===== config.mk =====
export PLATFORM = sky130hd
export DESIGN_NAME = multi_cycle_control_fsm_flat
export DESIGN_NICKNAME = d
export VERILOG_FILES = /design/src/rtl/multi_cycle_control_fsm_if.sv /design/src/rtl/multi_cycle_control_fsm.sv /design/src/flat_wrapper.sv
export SDC_FILE = /design/constraint.sdc
export NUM_CORES = 1
export LEC_CHECK = 0
export CORE_MARGIN = 1.5
export CORE_UTILIZATION = 34
export CTS_BUF_LIST = sky130_fd_sc_hd__clkbuf_2 sky130_fd_sc_hd__clkbuf_4 sky130_fd_sc_hd__clkbuf_8
export CTS_CLUSTER_DIAMETER = 150
export CTS_CLUSTER_SIZE = 30
export DETAILED_ROUTE_END_ITERATION = 10
export DONT_BUFFER_PORTS = 1
export GPL_TIMING_DRIVEN = 1
export HOLD_SLACK_MARGIN = 0.02
export PLACE_DENSITY = 0.5
export SLEW_MARGIN = 10
export SYNTH_ARGS = -nofsm -noshare
export SYNTH_HDL_FRONTEND = slang
export SYNTH_SLANG_ARGS = --single-unit

===== constraint.sdc =====
create_clock -name clk -period 1.8 [get_ports clk]
set_clock_uncertainty 0.1 [all_clocks]
set_input_delay 0.36 -clock clk [delete_from_list [all_inputs] [get_ports clk]]
set_output_delay 0.36 -clock clk [all_outputs]
set_load 0.005 [all_outputs]

===== src/rtl/multi_cycle_control_fsm_if.sv =====
// Control bus between the multi-cycle FSM and the RV32I datapath.
// Master side is the FSM: it takes decode/status inputs and drives every enable/select.
// Slave side is the datapath (or a bench standing in for it).
interface multi_cycle_control_fsm_if;
  logic [6:0] opcode;
  logic       bcond;
  logic       halt_req;
  logic       pc_write;
  logic [1:0] pc_src;
  logic       i_or_d;
  logic       mem_read;
  logic       mem_write;
  logic       ir_write;
  logic       alu_src_a;
  logic [1:0] alu_src_b;
  logic       ALU_op_sig;
  logic       reg_write;
  logic [1:0] wb_sel;
  logic       is_halted;

  modport master (
    input  opcode, bcond, halt_req,
    output pc_write, pc_src, i_or_d, mem_read, mem_write, ir_write,
           alu_src_a, alu_src_b, ALU_op_sig, reg_write, wb_sel, is_halted
  );

  modport slave (
    output opcode, bcond, halt_req,
    input  pc_write, pc_src, i_or_d, mem_read, mem_write, ir_write,
           alu_src_a, alu_src_b, ALU_op_sig, reg_write, wb_sel, is_halted
  );
endinterface


===== src/rtl/multi_cycle_control_fsm.sv =====
// Main control FSM of the multi-cycle RV32I core: sequences IF/ID/EX/MEM/WB, sticky HALT on ecall-halt.
// Latency: outputs are combinational from state/opcode/bcond/wait counter; IF and MEM last MEM_WAIT cycles each.
// Backpressure: none; memory is assumed to answer in exactly MEM_WAIT cycles, the down-counter paces IF/MEM.
module multi_cycle_control_fsm #(
  parameter int unsigned MEM_WAIT = 1
) (
  input  logic                         clk,
  input  logic                         reset_n,
  multi_cycle_control_fsm_if.master    bus
);

  localparam logic [6:0] OP_ARITH     = 7'b0110011;
  localparam logic [6:0] OP_ARITH_IMM = 7'b0010011;
  localparam logic [6:0] OP_LOAD      = 7'b0000011;
  localparam logic [6:0] OP_STORE     = 7'b0100011;
  localparam logic [6:0] OP_BRANCH    = 7'b1100011;
  localparam logic [6:0] OP_JAL       = 7'b1101111;
  localparam logic [6:0] OP_JALR      = 7'b1100111;
  localparam logic [6:0] OP_ECALL     = 7'b1110011;

  localparam int unsigned CW = (MEM_WAIT > 1) ? $clog2(MEM_WAIT) : 1;
  localparam logic [CW-1:0] CNT_INIT = CW'(MEM_WAIT - 1);

  typedef enum logic [2:0] {
    S_IF   = 3'd0,
    S_ID   = 3'd1,
    S_EX   = 3'd2,
    S_MEM  = 3'd3,
    S_WB   = 3'd4,
    S_HALT = 3'd5
  } state_t;

  state_t        state_q, state_d;
  logic [CW-1:0] cnt_q, cnt_d;
  logic          halted_q, halted_d;

  logic       last;
  logic       is_load, is_store, is_branch, is_jump_reg, is_exec;
  logic       pc_write_c, i_or_d_c, mem_read_c, mem_write_c, ir_write_c;
  logic       alu_src_a_c, alu_op_c, reg_write_c;
  logic [1:0] pc_src_c, alu_src_b_c, wb_sel_c;

  assign last        = (cnt_q == '0);
  assign is_load     = (bus.opcode == OP_LOAD);
  assign is_store    = (bus.opcode == OP_STORE);
  assign is_branch   = (bus.opcode == OP_BRANCH);
  assign is_jump_reg = (bus.opcode == OP_JALR);
  // Opcodes that need an EX cycle; JAL goes straight to WB since ID already computed PC+imm.
  assign is_exec     = (bus.opcode == OP_ARITH) || (bus.opcode == OP_ARITH_IMM) ||
                       is_load || is_store || is_branch || is_jump_reg;

  // State, wait counter and sticky halt flag; reset aborts any instruction back to IF.
  always_ff @(posedge clk or negedge reset_n) begin
    if (!reset_n) begin
      state_q  <= S_IF;
      cnt_q    <= CNT_INIT;
      halted_q <= 1'b0;
    end else begin
      state_q  <= state_d;
      cnt_q    <= cnt_d;
      halted_q <= halted_d;
    end
  end

  // Next-state and control decode; every output defaults to 0 and is raised per state.
  always_comb begin
    state_d     = state_q;
    pc_write_c  = 1'b0;
    pc_src_c    = 2'b00;
    i_or_d_c    = 1'b0;
    mem_read_c  = 1'b0;
    mem_write_c = 1'b0;
    ir_write_c  = 1'b0;
    alu_src_a_c = 1'b0;
    alu_src_b_c = 2'b00;
    alu_op_c    = 1'b0;
    reg_write_c = 1'b0;
    wb_sel_c    = 2'b00;

    case (state_q)
      S_IF: begin
        mem_read_c = 1'b1;
        if (last) begin
          ir_write_c = 1'b1;
          state_d    = S_ID;
        end
      end
      S_ID: begin
        // ALUOut <= PC + imm, used later as branch/JAL target.
        alu_src_b_c = 2'b10;
        if ((bus.opcode == OP_ECALL) && bus.halt_req) begin
          state_d = S_HALT;
        end else if (bus.opcode == OP_JAL) begin
          state_d = S_WB;
        end else if (is_exec) begin
          state_d = S_EX;
        end else begin
          // Plain ecall and unknown opcodes retire here as a no-op.
          pc_write_c = 1'b1;
          state_d    = S_IF;
        end
      end
      S_EX: begin
        alu_src_a_c = 1'b1;
        alu_op_c    = 1'b1;
        alu_src_b_c = ((bus.opcode == OP_ARITH) || is_branch) ? 2'b00 : 2'b10;
        if (is_branch) begin
          pc_write_c = 1'b1;
          pc_src_c   = bus.bcond ? 2'b01 : 2'b00;
          state_d    = S_IF;
        end else if (is_load || is_store) begin
          state_d = S_MEM;
        end else begin
          state_d = S_WB;
        end
      end
      S_MEM: begin
        i_or_d_c = 1'b1;
        if (is_load) begin
          mem_read_c = 1'b1;
          if (last) begin
            ir_write_c = 1'b1;
            state_d    = S_WB;
          end
        end else if (last) begin
          mem_write_c = is_store;
          pc_write_c  = 1'b1;
          state_d     = S_IF;
        end
      end
      S_WB: begin
        reg_write_c = 1'b1;
        pc_write_c  = 1'b1;
        if (is_load) begin
          wb_sel_c = 2'b01;
        end else if ((bus.opcode == OP_JAL) || is_jump_reg) begin
          wb_sel_c = 2'b10;
          pc_src_c = 2'b01;
        end
        state_d = S_IF;
      end
      S_HALT: begin
        state_d = S_HALT;
      end
      default: begin
        state_d = S_IF;
      end
    endcase

    // Counter runs down only inside a memory phase; everywhere else it sits preloaded
    // so the first cycle of the next IF/MEM starts from MEM_WAIT-1.
    if (((state_q == S_IF) || (state_q == S_MEM)) && !last) begin
      cnt_d = cnt_q - CW'(1);
    end else begin
      cnt_d = CNT_INIT;
    end

    halted_d = halted_q | (state_d == S_HALT);
  end

  // Write strobes are gated by reset so nothing is written while reset_n is held low.
  assign bus.pc_write   = pc_write_c  & reset_n;
  assign bus.ir_write   = ir_write_c  & reset_n;
  assign bus.mem_write  = mem_write_c & reset_n;
  assign bus.reg_write  = reg_write_c & reset_n;
  assign bus.pc_src     = pc_src_c;
  assign bus.i_or_d     = i_or_d_c;
  assign bus.mem_read   = mem_read_c;
  assign bus.alu_src_a  = alu_src_a_c;
  assign bus.alu_src_b  = alu_src_b_c;
  assign bus.ALU_op_sig = alu_op_c;
  assign bus.wb_sel     = wb_sel_c;
  assign bus.is_halted  = halted_q;

endmodule


===== src/flat_wrapper.sv =====
// flat-port wrapper written by rule: the top's interface ports become plain ports
module multi_cycle_control_fsm_flat 
#(
  parameter int unsigned MEM_WAIT = 1
)
  (clk, reset_n, bus_opcode, bus_bcond, bus_halt_req, bus_pc_write, bus_pc_src, bus_i_or_d, bus_mem_read, bus_mem_write, bus_ir_write, bus_alu_src_a, bus_alu_src_b, bus_ALU_op_sig, bus_reg_write, bus_wb_sel, bus_is_halted);
  multi_cycle_control_fsm_if bus_i ();
  input  logic clk;
  input  logic reset_n;
  input wire logic [$bits(bus_i.opcode)-1:0] bus_opcode;
  input wire logic [$bits(bus_i.bcond)-1:0] bus_bcond;
  input wire logic [$bits(bus_i.halt_req)-1:0] bus_halt_req;
  output wire logic [$bits(bus_i.pc_write)-1:0] bus_pc_write;
  output wire logic [$bits(bus_i.pc_src)-1:0] bus_pc_src;
  output wire logic [$bits(bus_i.i_or_d)-1:0] bus_i_or_d;
  output wire logic [$bits(bus_i.mem_read)-1:0] bus_mem_read;
  output wire logic [$bits(bus_i.mem_write)-1:0] bus_mem_write;
  output wire logic [$bits(bus_i.ir_write)-1:0] bus_ir_write;
  output wire logic [$bits(bus_i.alu_src_a)-1:0] bus_alu_src_a;
  output wire logic [$bits(bus_i.alu_src_b)-1:0] bus_alu_src_b;
  output wire logic [$bits(bus_i.ALU_op_sig)-1:0] bus_ALU_op_sig;
  output wire logic [$bits(bus_i.reg_write)-1:0] bus_reg_write;
  output wire logic [$bits(bus_i.wb_sel)-1:0] bus_wb_sel;
  output wire logic [$bits(bus_i.is_halted)-1:0] bus_is_halted;
  assign bus_i.opcode = bus_opcode;
  assign bus_i.bcond = bus_bcond;
  assign bus_i.halt_req = bus_halt_req;
  assign bus_pc_write = bus_i.pc_write;
  assign bus_pc_src = bus_i.pc_src;
  assign bus_i_or_d = bus_i.i_or_d;
  assign bus_mem_read = bus_i.mem_read;
  assign bus_mem_write = bus_i.mem_write;
  assign bus_ir_write = bus_i.ir_write;
  assign bus_alu_src_a = bus_i.alu_src_a;
  assign bus_alu_src_b = bus_i.alu_src_b;
  assign bus_ALU_op_sig = bus_i.ALU_op_sig;
  assign bus_reg_write = bus_i.reg_write;
  assign bus_wb_sel = bus_i.wb_sel;
  assign bus_is_halted = bus_i.is_halted;
  multi_cycle_control_fsm #(.MEM_WAIT(MEM_WAIT)) u_core (.clk(clk), .reset_n(reset_n), .bus(bus_i));
endmodule

# Yosys cells after proc, flatten, opt, wreduce, memory -nomap -nowiden
# Cells that the tools add are included.
# totals
output_inout_bits	15
regBits	5
inputBits	11
# op_classes
n_bitwise	5
add_sub_neg	1
reduce_logical	12
mux	38
eq_ne	14
# op_table
cell	n
$eq 7x7->1 const B	4
$mux 3	8
$mux 1	17
$pmux 3 s5	1
$eq 7x6->1 const B	2
$mux 2	7
$eq 3x3->1 const B	3
$logic_or 1x1->1	9
$pmux 2 s2	2
$eq 7x2->1 const B	1
$eq 7x5->1 const B	1
$eq 3x2->1 const B	2
$and 1x1->1	4
$pmux 1 s2	2
$pmux 1 s4	1
$eq 3x1->1 const B	1
$logic_not 3->1	1
$logic_and 1x1->1	2
$or 1x1->1	1
$sub 1x1->1 const B	1

# Logic depth before layout (Yosys ltp)
# Gate-level depths: netlist of run 1.
# logic_depth
depth_word	12
ltp_mapped	5
depth_no_buf	4

# Least setup slack after synthesis of run 1
# No wires, ideal clock.
# synth_timing
kind	register -> output
startpoint	register u_core.state_q[1]
endpoint	output port bus_pc_write
slack_ps	-30
required_time_ps	1340
arrival_ps	1370
n_path_buf	1
stages_incl_launch_ff	6
cell_sequence	dfrtp_1 buf_4 nor3b_1 nand3_1 a2bb2oi_1 a31oi_1
# synth_via
elab_chain_len	3
word_cells_on_any_way	6
classes_between	eq/ne (4); mux (1); bitwise (1)
# synth_lines
element	line_no	source
start, declared	multi_cycle_control_fsm.sv:33	state_t state_q, state_d;
start signal, assigned	multi_cycle_control_fsm.sv:59	state_q <= state_d;
$eq 3x3->1, or another cell as far along	multi_cycle_control_fsm.sv:80	case (state_q)
$pmux 1 s4 (*)	multi_cycle_control_fsm.sv:80	
$and 1x1->1 (*)	multi_cycle_control_fsm.sv:162	assign bus.pc_write = pc_write_c & reset_n;
end, declared	flat_wrapper.sv:13	output wire logic [$bits(bus_i.pc_write)-1:0] bus_pc_write;
# Every way passes the cells marked *; elsewhere a longest branch is shown, timed or not.

# Worst setup path after layout of run 1
# layout_timing
startpoint	register u_core.state_q[0]
endpoint	output port bus_pc_write
# The elaborated chain is that of the path after synthesis.

==> results of run 1 <==
sequential cells by signal (all words and copies together) (netlist names):
signal	cells
u_core.state_q	3
u_core.bus.is_halted	1
u_core.cnt_q	1
timing repair:
item / in CTS / in global routing
gates resized for setup: 4 / 6
endpoints found under the setup margin: 3 / 4
setup buffers: 3 / 1
hold endpoints to repair: 5 / 0
pin swaps: 3 / 4
hold buffers: 1 / 0
worst paths after layout:
| path | startpoint | end | cells past startpoint |
|---|---|---|---|
| max in group asynchronous | reset_n | u_core.state_q[2] | 1 |
| min in group asynchronous | reset_n | u_core.state_q[0] | 1 |
| setup / recovery | u_core.state_q[0] | bus_pc_write | 4 |
| hold reg to reg | u_core.bus.is_halted | u_core.bus.is_halted | 1 |
| setup reg to reg | u_core.state_q[1] | u_core.state_q[2] | 6 |
| hold / removal | bus_opcode[5] | u_core.state_q[2] | 1 |
layout make-up:
type                       instances  area share [%]
clock buffer                       4            4.15
inverter                           3            1.55
multi-input combinational         57            56.8
sequential                         5            17.8
tap                               16            2.76
timing repair buffer              16            16.9
power breakdown:
group / internal (mW) / switching, mW
Combinational: 0.0614 / 0.0522
Sequential: 0.131 / 0.0198
Clock: 0.0988 / 0.0460
Total: 0.291 / 0.118
placed cells by master, fill, tap and decap left out, drive strengths merged:
cell type	instances
a21boi	1
dfrtp	5
nand2	6
inv	3
and3	2
and3b	1
nor4b	1
a2111oi	1
o221ai	1
clkbuf	4
nand2b	2
buf	15
nor3	1
xor2	1
conb	3
dlygate4sd3	1
a21o	1
and4bb	3
nor2b	1
nand3	6
a221oi	1
xnor2	1
o21ba	1
a22o	1
nor3b	1
a2111o	1
nor2	8
a21oi	3
o22ai	1
a31oi	1
and4	2
o21bai	1
a2bb2oi	1
o21ai	3
routing by layer:
| metal | global-route usage, % | vias up | share of wire (%) |
|---|---|---|---|
| li1 | - | 280 | - |
| met1 | 23.3 | 281 | 46 |
| met2 | 27.9 | 17 | 49 |
| met3 | 8.09 | 0 | 5.5 |
| met4 | 3.75 | 0 | 0 |
| met5 | 0 | - | 0 |
stage by stage:
step                  TNS [ns]  setup WS, ns  total power [mW]  util, %  area (µm²)
global route            -0.272        -0.115             0.437     48.7         724
CTS                    -0.0472       -0.0286             0.407     46.3         689
floorplan                    0        0.0133             0.219        -         551
global placement    -0.0000103    -0.0000103             0.245     41.3         616
detailed placement     -0.0688       -0.0548             0.246     41.3         616
finish                 -0.0950       -0.0567             0.409     48.7         724
kinds of logic (layout without fill, tap and decap cells):
group / after synthesis / in the layout / share of synthesized area, %
AOI/OAI and AO/OA: 18 / 18 / 25.4
xor gates and xnor gates: 2 / 2 / 3.26
buffers and inverters: 9 / 23 / 9.07
DFF: 5 / 5 / 23.3
other: 1 / 3 / 0.697
and+or+nand+nor: 34 / 34 / 38.4
==> results list, run 1 <==
* DR vias: 578
- Setup violations remaining at the end of the flow were counted as 2.
* Most common flop cell mapped by yosys: dfrtp_1
* Worst Setup End Kind: output port
- The Yosys step of the flow raised 0 warnings.
- Clk sink count: 5
- Worst path bufs/invs: 0
* Largest voltage drop on the vdd net: 0.000440 V
- Across all hold checks on the routed design, the worst slack comes to 0.168 ns.
- P per Cell Area: 565 mW/mm²
- Maximum fanout along the worst path: 6
- Floorplan die width: 42.8 µm
- The tightest min-delay check is of the in2reg type.
* Internal reg-to-reg setup slack: 0.26 ns
- The slowest stage of the critical path belongs to the cell dfrtp_2.
- In this run the core area contains 14 standard-cell rows.
- The tree is rooted in a clkbuf_4.
* Dominant cell by count in the synthesized netlist: nor2_1
- Once layout is complete, the cells apart from fillers number 101.
* Maximum number of pins on one net before global-route repair: 10
* Die height: 42.8 µm
* Largest stage delay on the critical path: 0.46 ns
* Final Critical Period: 1.86 ns
* Cell count after placement: 92
- Initial core utilization: 36.1%
- Violation count after the first detailed-routing iteration: 5
- CP Class: reg2out
* Antenna diodes: 0
- Static power due to leakage: 0.304 nW
- In this run the biggest area consumer among cell types represents 23.3% of the synthesized area.
- Synth unique cells: 34
* Syn Inst Count: 69
- Area growth from synthesis to final layout: 34.7%
- Derived from the worst setup path, the maximum achievable clock frequency is 0.539 GHz.
* TritonCTS clock tree: yes
* Number of global-route vias before repair: 536
- Async SR Flop Fraction: 100%
- The kind of cell with the highest combined delay along the critical path is flip-flops.
- The run finished, with violations left.
* Overflow left after global routing: 0
- Fraction of layout instances using a drive strength above 1: 42.4%
- Final wirelength: 1530 µm
- PnR worst setup slack: -0.0567 ns
* Average cell area after synthesis: 7.80 µm²
* Reg area: 129 µm²
- Clock transition at the registers of the reported paths: 0.04 ns
- Wire length of the first global-routing pass: 2460 µm
* RSZ-0062 raised after global routing: true
- The die covers 0.00183 mm².
- Counting the buffers created by CTS gives 3.
- Drt first pass iters: 4
- 26 I/O pins were placed.
* Share of synthesized area occupied by flip-flops and latches: 23.3%
- The number of hold violations in the final report came to 0.
* Area occupied by multi-input gates: 412 µm²
- Data arrives at the worst endpoint at 1.40 ns.
- The checks that failed: setup timing.
- Commonest cells in the netlist: nor2_1, nand2_1, nand3_1
* Total global routing track utilization: 18.1%
- Final critical-path share of the clock period: 103%
- Port buffering added 0 buffers.
- The signal on the critical path passes through nor3b_4 > nand3_2 > a2bb2oi_2 > a31oi_2.
- Detail Placement HPWL: 1100 µm
* Startpoint Class: register
- Number of max-slew violations in the final report: 0
- The synthesized design contains 0 enable-type register cells.
- Largest cells by area after synthesis: dfrtp_1, and4bb_2, nand3_1
* Vias per std cell: 5.72
- CTS H-Tree Depth: 1
- Cell area after synthesis: 538 µm²
- Count of max-cap constraint violations: 0
- Final routed DRC violation total: 0
- Counting flops and latches in the post-synthesis netlist gives 5.
- Number of fill cells: 150
- Initial antenna violation count: 0
- Dividing the detail-routed wire length by the instance count gives 15.2 µm.
* Final estimated routing congestion in global placement: 0.734
- Data on the critical path is required at its endpoint by 1.34 ns.
* Post-DRT Antenna Nets: 0
- The total area inside the core boundary comes to 0.00149 mm².
* Final Net Count: 97
* Cell accounting for the most synthesized area: dfrtp_1
* Number of buffers on the longest clock path: 2
* Skew-Pair Late Insertion Delay: 0.25 ns
(Power assumes the default switching activity.)
==> run 2: changes to the inputs <==
Settings changed: CORE_AREA set to 2 2 39 41, CORE_MARGIN 1.5 to unset, CORE_UTILIZATION 34 to unset, CTS_CLUSTER_SIZE 30 to 16, DIE_AREA set to 0 0 41 43, PLACE_DENSITY 0.5 to 0.57.
==> run 2 against run 1 <==
Net effect: the run still ends with setup timing left; sequential share of layout area shrank 0.45 points; count of clock-buffer cells in the layout is the same; utilization grew 5.1 points; highest routed layer is now met4; critical endpoint unchanged; largest cell class unchanged; hold slack gained 0.0042 ns; wire length shrank 2.7%; total power grew 3.4%.
==> results list, run 2 (same netlist as run 1, synthesis figures left out) <==
- Status: finished with violations
* Violations in the final reports: setup timing
* Violation count after the first detailed-routing iteration: 8
* Design area: 743 µm²
- Before CTS, the worst setup slack after placement is -0.00559 ns.
* Post-Place Cell Area: 608 µm²
- Number of instances on the worst hold path: 1
- Largest stage delay on the critical path: 0.45 ns
- Data arrival time of the critical path: 1.38 ns
* Site Rows: 14
- The later pin in the worst-skew pair is clocked with a latency of 0.24 ns.
- Worst reg2reg path depth: 5
- The critical path contains buffers and inverters numbering 0 combined.
- Based on the critical path, the design can be clocked at up to 0.544 GHz.
- TritonCTS clock tree: yes
* Final Net Count: 98
* P per Cell Area: 569 mW/mm²
* Startpoint Class: register
- For this run, design rule violations remaining after detail routing come to 0.
- DR vias: 572
* Number of buffers on the longest clock path: 2
- Clock transition at the registers of the reported paths: 0.04 ns
- For this design the static power due to leakage is 0.311 nW.
* # IOs: 26
- Comb pwr share: 30.0%
* Total Die Area: 0.00176 mm²
- The first global-routing pass estimated 2390 µm of wire.
- Dividing the final minimum period by the clock period gives 102%.
- On the critical path the largest part of the delay comes from flip-flops.
- I/O Buffers: 0
- Number of max-slew violations in the final report: 0
- For the worst setup path, the data required time is 1.34 ns.
- Counting buffers and inverters, the worst setup path is 4 cells deep.
* Clock Power Share: 34.3%
* Switching portion of total power: 29.0%
- CP Class: reg2out
- Vias per std cell: 5.61
- Compared with the post-synthesis result, the final layout area differs by 38.1%.
- Maximum number of pins on one net before global-route repair: 10
- Final setup viols: 2
- Internal reg-to-reg setup slack: 0.24 ns
- Initial antenna violation count: 0
- The library cell used most frequently in the layout, excluding fill and tap cells, is buf_4.
- Cell-by-cell trace of the critical path: nor3b_4 > nand3_2 > a2bb2oi_2 > a31oi_2
* Count of max-cap constraint violations: 0
- Clk sink count: 5
- The count of nets left with antenna violations once routing finished came out at 0.
* Antenna diodes: 0
* Worst Setup End Kind: output port
* Largest Register: u_core.state_q
- Max FFs per register: 3
- Final estimated routing congestion in global placement: 0.765
* Core outline area: 0.00138 mm²
- The post-route netlist has 44.2% of its cells at a drive strength greater than 1.
- WL per Instance: 14.6 µm
* Cell count after placement: 91
- Floorplan die width: 41 µm
* Most used cells in the layout excluding fill and tap cells: buf_4, nand2_1, nor2_1, nand3_1, clkbuf_4
* Initial core utilization: 38.9%
- Excluding fillers, the count of instances in the completed layout stands at 102.
* Worst Hold Margin: 0.172 ns
- Across all setup checks in the final design, the least slack found is -0.0382 ns.
- For this run, the detailed router's first-pass iteration total came to 4.
- Maximum fanout along the worst path: 5
* Total global routing track utilization: 19.4%
- Number of global-route vias before repair: 546
- After layout, the minimum clock period comes to 1.84 ns.
* Clock buffer count from CTS: 3
- CTS built an H-tree with a depth of 1.
- Registers are responsible for 35.7% of the overall power.
- RSZ-0062 raised after global routing: true
- The number of hold violations in the final report came to 0.
- Largest voltage drop on the vdd net: 0.000498 V
- Clock root buffer: clkbuf_4
- The path class of the tightest hold or removal check is in2reg.
- Internal portion of total power: 0.300 mW
- Final wirelength: 1490 µm
* Total net switching power: 0.123 mW
- Worst-path cell with the longest stage delay: dfrtp_2
- The wire-length estimate of the detail-placed layout is 1050 µm.
* Die height: 43 µm
- Summed over all layers, the global routing overflow is 0.
run 2: cell count changes in the layout (fill, tap and decap cells not counted):
cell and delta:
buf_6 +1, nand2b_1 -1, nand2b_4 +1
run 2: area by class of cell:
cell class / instances / area [µm²]
clock buffers: 4 / 30.0
fillers: 146 / 641
inverters: 3 / 11.3
multi-input cells: 57 / 419
flip-flops and latches: 5 / 129
well taps: 16 / 20.0
repair buffers: 17 / 134
run 2: repair_timing:
action,in CTS,in global routing
endpoints found under the setup margin,3,4
resized for setup,5,7
pin swaps,1,3
setup buffers,4,2
hold endpoints to repair,5,0
hold buffers,1,0
run 2: routing by layer:
layer  GRT usage [%]  wire length [µm]  up-vias
met5               0                 0        -
met4            2.00                22        0
met3            6.28               115        2
met2            27.8               708       25
met1            28.9               645      263
li1                -                 -      282
run 2: worst register-to-register path, cell delays in order, from the launching register on:
cell and delay [ns]:
dfrtp_2 0.45, buf_6 0.14, and4bb_2 0.24, and4bb_2 0.24, a21oi_1 0.11, o221ai_1 0.14
run 2: power by group through the flow:
| stage | registers [mW] | clock network [mW] | logic (mW) |
|---|---|---|---|
| after CTS | 0.149 | 0.149 | 0.115 |
| after global placement | 0.152 | 0 | 0.0913 |
| after detailed placement | 0.153 | 0 | 0.0922 |
| after floorplan | 0.145 | 0 | 0.0741 |
| after global routing | 0.154 | 0.159 | 0.138 |
| final | 0.151 | 0.145 | 0.127 |
run 2: through the flow:
step	util, %	total power [mW]	setup TNS (ns)
2_1_floorplan	-	0.219	0
3_3_place_gp	43.9	0.244	-0.00303
3_5_place_dp	43.9	0.245	-0.00559
4_1_cts	50.3	0.414	-0.0507
5_1_grt	53.7	0.451	-0.260
6_report	53.7	0.423	-0.0652
run 2: worst paths after layout:
| path | startpoint | to |
|---|---|---|
| max | u_core.state_q[0] | bus_pc_write |
| min | bus_opcode[5] | u_core.state_q[2] |
| max reg2reg | u_core.state_q[0] | u_core.state_q[2] |
| min reg2reg | u_core.bus.is_halted | u_core.bus.is_halted |
| max in group asynchronous | reset_n | u_core.state_q[0] |
| min in group asynchronous | reset_n | u_core.bus.is_halted |
